[src/rtl/riscv_pkg.sv]
// Shared RISC-V core definitions: address width, base opcodes, canonical NOP
// and the fetch-stage state encoding.
package riscv_pkg;

    localparam int XLEN = 32;

    localparam logic [6:0] OP_R      = 7'b0110011;
    localparam logic [6:0] OP_I      = 7'b0010011;
    localparam logic [6:0] OP_LOAD   = 7'b0000011;
    localparam logic [6:0] OP_STORE  = 7'b0100011;
    localparam logic [6:0] OP_BRANCH = 7'b1100011;
    localparam logic [6:0] OP_JAL    = 7'b1101111;

    localparam logic [31:0] NOP = 32'h0000_0013;

    typedef enum logic [1:0] {
        ST_BOOT = 2'd0,
        ST_RUN  = 2'd1,
        ST_HALT = 2'd2
    } fetch_state_e;

endpackage

[src/rtl/fetch_fifo.sv]
// Small synchronous FIFO holding {pc, instr} pairs between fetch and decode.
// Flush has priority over push and pop; the head is read straight from storage.
module fetch_fifo #(
    parameter int W     = 64,
    parameter int DEPTH = 2
) (
    input  logic                     clk,
    input  logic                     rst_n,
    input  logic                     flush,
    input  logic                     push,
    input  logic [W-1:0]             push_data,
    input  logic                     pop,
    output logic [W-1:0]             head_data,
    output logic                     full,
    output logic                     empty,
    output logic [$clog2(DEPTH):0]   count
);

    localparam int AW = $clog2(DEPTH);
    localparam logic [AW:0] FULL_C = (AW + 1)'(DEPTH);

    logic [W-1:0]  mem_q [DEPTH];
    logic [AW-1:0] wr_q, wr_d, rd_q, rd_d;
    logic [AW:0]   count_q, count_d;
    logic          do_push, do_pop;

    assign do_pop  = pop && (count_q != '0);
    // A push into a full FIFO is fine as long as the head leaves in the same cycle.
    assign do_push = push && ((count_q != FULL_C) || do_pop);

    always_comb begin
        wr_d    = wr_q;
        rd_d    = rd_q;
        count_d = count_q;
        if (flush) begin
            wr_d    = '0;
            rd_d    = '0;
            count_d = '0;
        end else begin
            if (do_push) wr_d = wr_q + 1'b1;
            if (do_pop)  rd_d = rd_q + 1'b1;
            if (do_push && !do_pop)      count_d = count_q + 1'b1;
            else if (do_pop && !do_push) count_d = count_q - 1'b1;
        end
    end

    always_ff @(posedge clk) begin
        if (!rst_n) begin
            wr_q    <= '0;
            rd_q    <= '0;
            count_q <= '0;
        end else begin
            wr_q    <= wr_d;
            rd_q    <= rd_d;
            count_q <= count_d;
        end
    end

    always_ff @(posedge clk) begin
        if (rst_n && !flush && do_push) mem_q[wr_q] <= push_data;
    end

    assign head_data = mem_q[rd_q];
    assign full      = (count_q == FULL_C);
    assign empty     = (count_q == '0);
    assign count     = count_q;

endmodule

[src/rtl/fetch_unit.sv]
// Instruction fetch stage: PC, credit-limited imem requests, fetch FIFO, redirects.
// Define FETCH_MISALIGN_CHK_EN to fault and halt on misaligned redirect targets.
module fetch_unit
    import riscv_pkg::*;
#(
    parameter int                    XLEN     = riscv_pkg::XLEN,
    parameter logic [XLEN-1:0]       RESET_PC = '0,
    parameter int                    DEPTH    = 2
) (
    input  logic             clk,
    input  logic             rst_n,
    output logic             imem_req_valid,
    input  logic             imem_req_ready,
    output logic [XLEN-1:0]  imem_req_addr,
    input  logic             imem_rsp_valid,
    input  logic [31:0]      imem_rsp_data,
    input  logic             redirect_valid,
    input  logic [XLEN-1:0]  redirect_pc,
    output logic             id_valid,
    input  logic             id_ready,
    output logic [31:0]      id_instr,
    output logic [XLEN-1:0]  id_pc,
    output logic [6:0]       id_opcode,
    output logic             fetch_fault
);

    localparam int AW = $clog2(DEPTH);
    localparam int CW = AW + 1;
    localparam int FW = XLEN + 32;

    fetch_state_e    state_q, state_d;
    logic [XLEN-1:0] pc_q, pc_d;
    logic [CW-1:0]   outstanding_q, outstanding_d;
    logic [CW-1:0]   discard_q, discard_d;
    logic            fault_q, fault_d;
    logic [XLEN-1:0] pcq_q [DEPTH];
    logic [AW-1:0]   pcq_wr_q, pcq_wr_d, pcq_rd_q, pcq_rd_d;

    logic [CW-1:0]   fifo_count;
    logic            fifo_full, fifo_empty, fifo_push, fifo_pop;
    logic [FW-1:0]   fifo_head;
    logic [XLEN-1:0] target_pc;
    logic            target_bad;
    logic            credit_ok, req_fire;

`ifdef FETCH_MISALIGN_CHK_EN
    assign target_pc  = redirect_pc;
    assign target_bad = |redirect_pc[1:0];
`else
    assign target_pc  = {redirect_pc[XLEN-1:2], 2'b00};
    assign target_bad = 1'b0;
`endif

    // Every issued request must already own a FIFO slot for its response.
    assign credit_ok = !fifo_full &&
        (({1'b0, outstanding_q} + {1'b0, fifo_count}) < (CW + 1)'(DEPTH));
    assign imem_req_valid = (state_q == ST_RUN) && credit_ok && !redirect_valid;
    assign req_fire       = imem_req_valid && imem_req_ready;
    assign fifo_push      = imem_rsp_valid && !redirect_valid && (discard_q == '0);
    assign fifo_pop       = id_valid && id_ready && !redirect_valid;

    always_comb begin
        state_d       = state_q;
        pc_d          = pc_q;
        outstanding_d = outstanding_q;
        discard_d     = discard_q;
        fault_d       = fault_q;
        pcq_wr_d      = pcq_wr_q;
        pcq_rd_d      = pcq_rd_q;

        if (state_q == ST_BOOT) state_d = ST_RUN;

        if (req_fire) begin
            pc_d          = pc_q + XLEN'(4);
            outstanding_d = outstanding_d + 1'b1;
            pcq_wr_d      = pcq_wr_q + 1'b1;
        end

        if (imem_rsp_valid) begin
            outstanding_d = outstanding_d - 1'b1;
            pcq_rd_d      = pcq_rd_q + 1'b1;
            if (!redirect_valid && (discard_q != '0)) discard_d = discard_q - 1'b1;
        end

        // No request fires in a redirect cycle, so outstanding_d already excludes
        // exactly the response (if any) being dropped right now.
        if (redirect_valid) begin
            pc_d      = target_pc;
            discard_d = outstanding_d;
            if (target_bad) begin
                state_d = ST_HALT;
                fault_d = 1'b1;
            end else begin
                state_d = ST_RUN;
                fault_d = 1'b0;
            end
        end
    end

    always_ff @(posedge clk) begin
        if (!rst_n) begin
            state_q       <= ST_BOOT;
            pc_q          <= RESET_PC;
            outstanding_q <= '0;
            discard_q     <= '0;
            fault_q       <= 1'b0;
            pcq_wr_q      <= '0;
            pcq_rd_q      <= '0;
        end else begin
            state_q       <= state_d;
            pc_q          <= pc_d;
            outstanding_q <= outstanding_d;
            discard_q     <= discard_d;
            fault_q       <= fault_d;
            pcq_wr_q      <= pcq_wr_d;
            pcq_rd_q      <= pcq_rd_d;
        end
    end

    always_ff @(posedge clk) begin
        if (rst_n && req_fire) pcq_q[pcq_wr_q] <= pc_q;
    end

    fetch_fifo #(
        .W     (FW),
        .DEPTH (DEPTH)
    ) u_fifo (
        .clk       (clk),
        .rst_n     (rst_n),
        .flush     (redirect_valid),
        .push      (fifo_push),
        .push_data ({pcq_q[pcq_rd_q], imem_rsp_data}),
        .pop       (fifo_pop),
        .head_data (fifo_head),
        .full      (fifo_full),
        .empty     (fifo_empty),
        .count     (fifo_count)
    );

    assign imem_req_addr = pc_q;
    assign id_valid      = !fifo_empty;
    assign id_instr      = fifo_head[31:0];
    assign id_pc         = fifo_head[FW-1:32];
    assign id_opcode     = fifo_head[6:0];
    assign fetch_fault   = fault_q;

endmodule
[config.mk]
export PLATFORM = sky130hd
export DESIGN_NAME = fetch_unit
export DESIGN_NICKNAME = d
export VERILOG_FILES = /design/src/rtl/riscv_pkg.sv /design/src/rtl/fetch_fifo.sv /design/src/rtl/fetch_unit.sv
export SDC_FILE = /design/constraint.sdc
export NUM_CORES = 1
export LEC_CHECK = 0
export BUFFER_PORTS_ARGS = -buffer_cell sky130_fd_sc_hd__buf_2
export CORE_ASPECT_RATIO = 0.7
export CORE_MARGIN = 4
export CORE_UTILIZATION = 55
export CTS_CLUSTER_DIAMETER = 100
export CTS_CLUSTER_SIZE = 40
export DETAILED_ROUTE_END_ITERATION = 7
export PLACE_DENSITY = 0.79
export REMOVE_ABC_BUFFERS = 1
export SYNTH_ARGS = -nofsm -noshare
export SYNTH_HDL_FRONTEND = slang
export SYNTH_HIERARCHICAL = 1
export SYNTH_SLANG_ARGS = --single-unit
[constraint.sdc]
create_clock -name clk -period 4.7 [get_ports clk]
set_clock_uncertainty 0.15 [all_clocks]
set_input_delay 0.47 -clock clk [delete_from_list [all_inputs] [get_ports clk]]
set_output_delay 0.47 -clock clk [all_outputs]
set_load 0.03 [all_outputs]
==> flow_summary.toml <==
[yosys]
seq_area_frac_synth = 0.694
async_reset_ff_frac = 0
ys_warn_count = 6
synth.largest_area_cell = "edfxtp_1"
yosysMostFrequentCell = "edfxtp_1"
synthCells = 615
synth_seq_cells = 231
synthFlopType = "edfxtp_1"
postSynthAreaPerCell_um2 = 15.2
synth_cell_types = 59
ys_top_cells_by_area = "edfxtp_1, mux2_2, dfxtp_1"
synth_top_cell_area_share = 0.602
netlist_area_mm2 = 0.00937
synth-edff-count = 188
netlist_top_cells_count = "edfxtp_1, mux2_2, dfxtp_1, nand2_1, a21oi_1"

[routing]
drc = 0
routedWlPerCell_um = 19.4
met2_wirelength_um = 9130
num_vias = 5637
wl_met3_um = 1340
drt_iter0_drc = 424
met1Wirelength_um = 8490
vias_per_cell = 5.66
postRouteAntennaNets = 0
dr.pass1.iters = 5
highest_layer = "met4"
wl_um = 19300

[worst_setup_path]
r2r_cells = 6
cp_data_required_time_ns = 4.64
reg2reg_from = "u_fifo/count[0]"
crit_arrival_ns = 3.22
reg2reg_to = "pcq_q[0][28]"
reg2reg_slack_ns = 1.42
path_max_fanout = 30
crit_path_start_kind = "register"
critPathKind = "register to register"
worst_setup_path_end_kind = "register"

[clocking]
ctsHoldBuffers = 0
root_buffer = "clkbuf_16"
clockBufferDepth = 3
clk_latency_ns = 0.47
clk_pin_slew_ns = 0.13
cts.sinks = 231
cts_resized = 0
cts_buffers = 9
htreeDepth = 1
tritoncts = "built"
cts_setup_buffers = 0

[worst_hold_path]
hold_path.class = "primary input to register"
min_to = "u_fifo/mem_q[1][29]"
holdPathStages = 1
min-delay-start = "imem_rsp_data[29]"

[timing]
finalCritPeriodShare = 0.699
maxSlewHeadroom = 0.249
tns_ns = 0
slew_viol_final = 0
fin_crit_ns = 3.28
grt_setup_unrepaired = "no"
layout_setup_ws_ns = 1.42
holdWs_ns = 0.0240
final_hold_viol_count = 0
tightest_slew_ns = 1.12
fmax_mhz = 305
setup_viol = 0

[global_routing]
antenna_found_initial = 0
grt_pass1_wl_um = 29500
grt_pass1_vias = 5672
grt_max_degree = 65
grt-ovfl-total = 0
grtUsageTotal = 0.194

[floorplanning]
placementRows = 39
die_y_um = 117
coreArea_mm2 = 0.0165
start_util = 0.568
die_x_um = 164
die_area_mm2 = 0.0192
ioPinCount = 176

[placed_design]
placed_cells = 983
pre_cts_ws_ns = 1.38
dpl.hpwl_um = 12600
io_buffers = 170
gp_congestion = 0.843

[final_layout]
stdcell_count = 996
final_nets = 843
diodes = 0
fill_cells = 1209
drive_above_1_share = 0.388
synthToLayoutAreaGrowth_pct = 13.3

[outcome]
status = "finished, final reports clean"

[job]
drv_cap = 0

[power_and_ir_drop]
ir_drop_uv = 241
power_mw = 3.55
power.density_mw_per_mm2 = 334
p_leak_nw = 3.81
==> worst max-delay path, cell delays in order, from the launching register on <==
cell     delay [ns]
dfxtp_1        0.45
and2_1         0.17
fa_1           0.45
nor4b_4        0.45
and2_1         0.22
nand2_2        0.18
nor2_4         0.82
==> sequential cells by signal, indices dropped and copies added, names as in the netlist, named ones only <==
signal and flops:
pcq_rd_q 1, u_fifo/wr_q 1, u_fifo/rd_q 1, u_fifo/mem_q 128
outstanding_q 2, imem_req_addr 30, pcq_wr_q 1, pcq_q 60
state_q 1, discard_q 2, u_fifo/count 2
==> through the flow <==
stage                     utilization  instance area, um^2
after floorplan                     -                 9170
after global placement          0.629                10400
after detailed placement        0.629                10400
after CTS                       0.644                10600
after global routing            0.644                10600
final                           0.644                10600
==> kinds of logic (layout without fill, tap and decap cells) <==
kind of cell               Yosys count  count (layout)  synth area share
DFF                                231             231             0.694
AOI/OAI and AO/OA                   82              82            0.0562
buffers and inverters               51             201            0.0288
adders and majority gates            4               4           0.00614
muxes                              102             102             0.124
xor gates and xnor gates            15              15            0.0140
and+or+nand+nor                    129             129            0.0766
other                                1               7          0.000400
==> how the worst max path moves through the flow <==
stage / start / to / cells after the start
2_1_floorplan: u_fifo/count[0] / pcq_q[0][10] / 6
3_3_place_gp: outstanding_q[0] / pcq_q[0][11] / 6
3_5_place_dp: outstanding_q[0] / pcq_q[0][20] / 6
4_1_cts: outstanding_q[0] / pcq_q[0][28] / 6
5_1_grt: outstanding_q[0] / pcq_q[0][27] / 6
6_report: u_fifo/count[0] / pcq_q[0][28] / 6
==> cell type report <==
cell class,instances,area (um^2),share of cell area
multi-input combinational,339,2630,0.248
tap,225,282,0.0265
clock inverter,1,11.3,0.00106
clock buffer,12,236,0.0223
inverter,12,45.0,0.00424
timing repair buffer,176,908,0.0855
sequential,231,6510,0.613
==> per-layer routing <==
| metal | vias up | track usage |
|---|---|---|
| met5 | - | 0 |
| met4 | 0 | 0.0419 |
| met3 | 32 | 0.0333 |
| met2 | 223 | 0.333 |
| met1 | 2765 | 0.265 |
| li1 | 2617 | - |
==> where the power goes <==
part / switching (mW) / total (mW) / internal [mW]
Combinational: 0.199 / 0.317 / 0.118
Sequential: 0.0466 / 2.31 / 2.26
Clock: 0.560 / 0.926 / 0.366
Total: 0.806 / 3.55 / 2.74
==> layout by cell type (no fill, tap or decap), drive strengths merged, types with 3 or more instances in the layout <==
cell type,instances
a21oi,31
and3,9
a32oi,3
edfxtp,188
nand4,9
a31oi,7
nand3,15
xnor2,5
dfxtp,43
o22ai,6
clkbuf,12
inv,11
buf,176
conb,7
mux2,102
a2bb2oi,3
a22oi,3
and4,3
and2,4
nor2,24
nand2,41
o21ai,12
nor2b,5
nor3,4
o211ai,3
nor4,8
xor2,10
ha,3
Power figures use the tool's default switching activity.
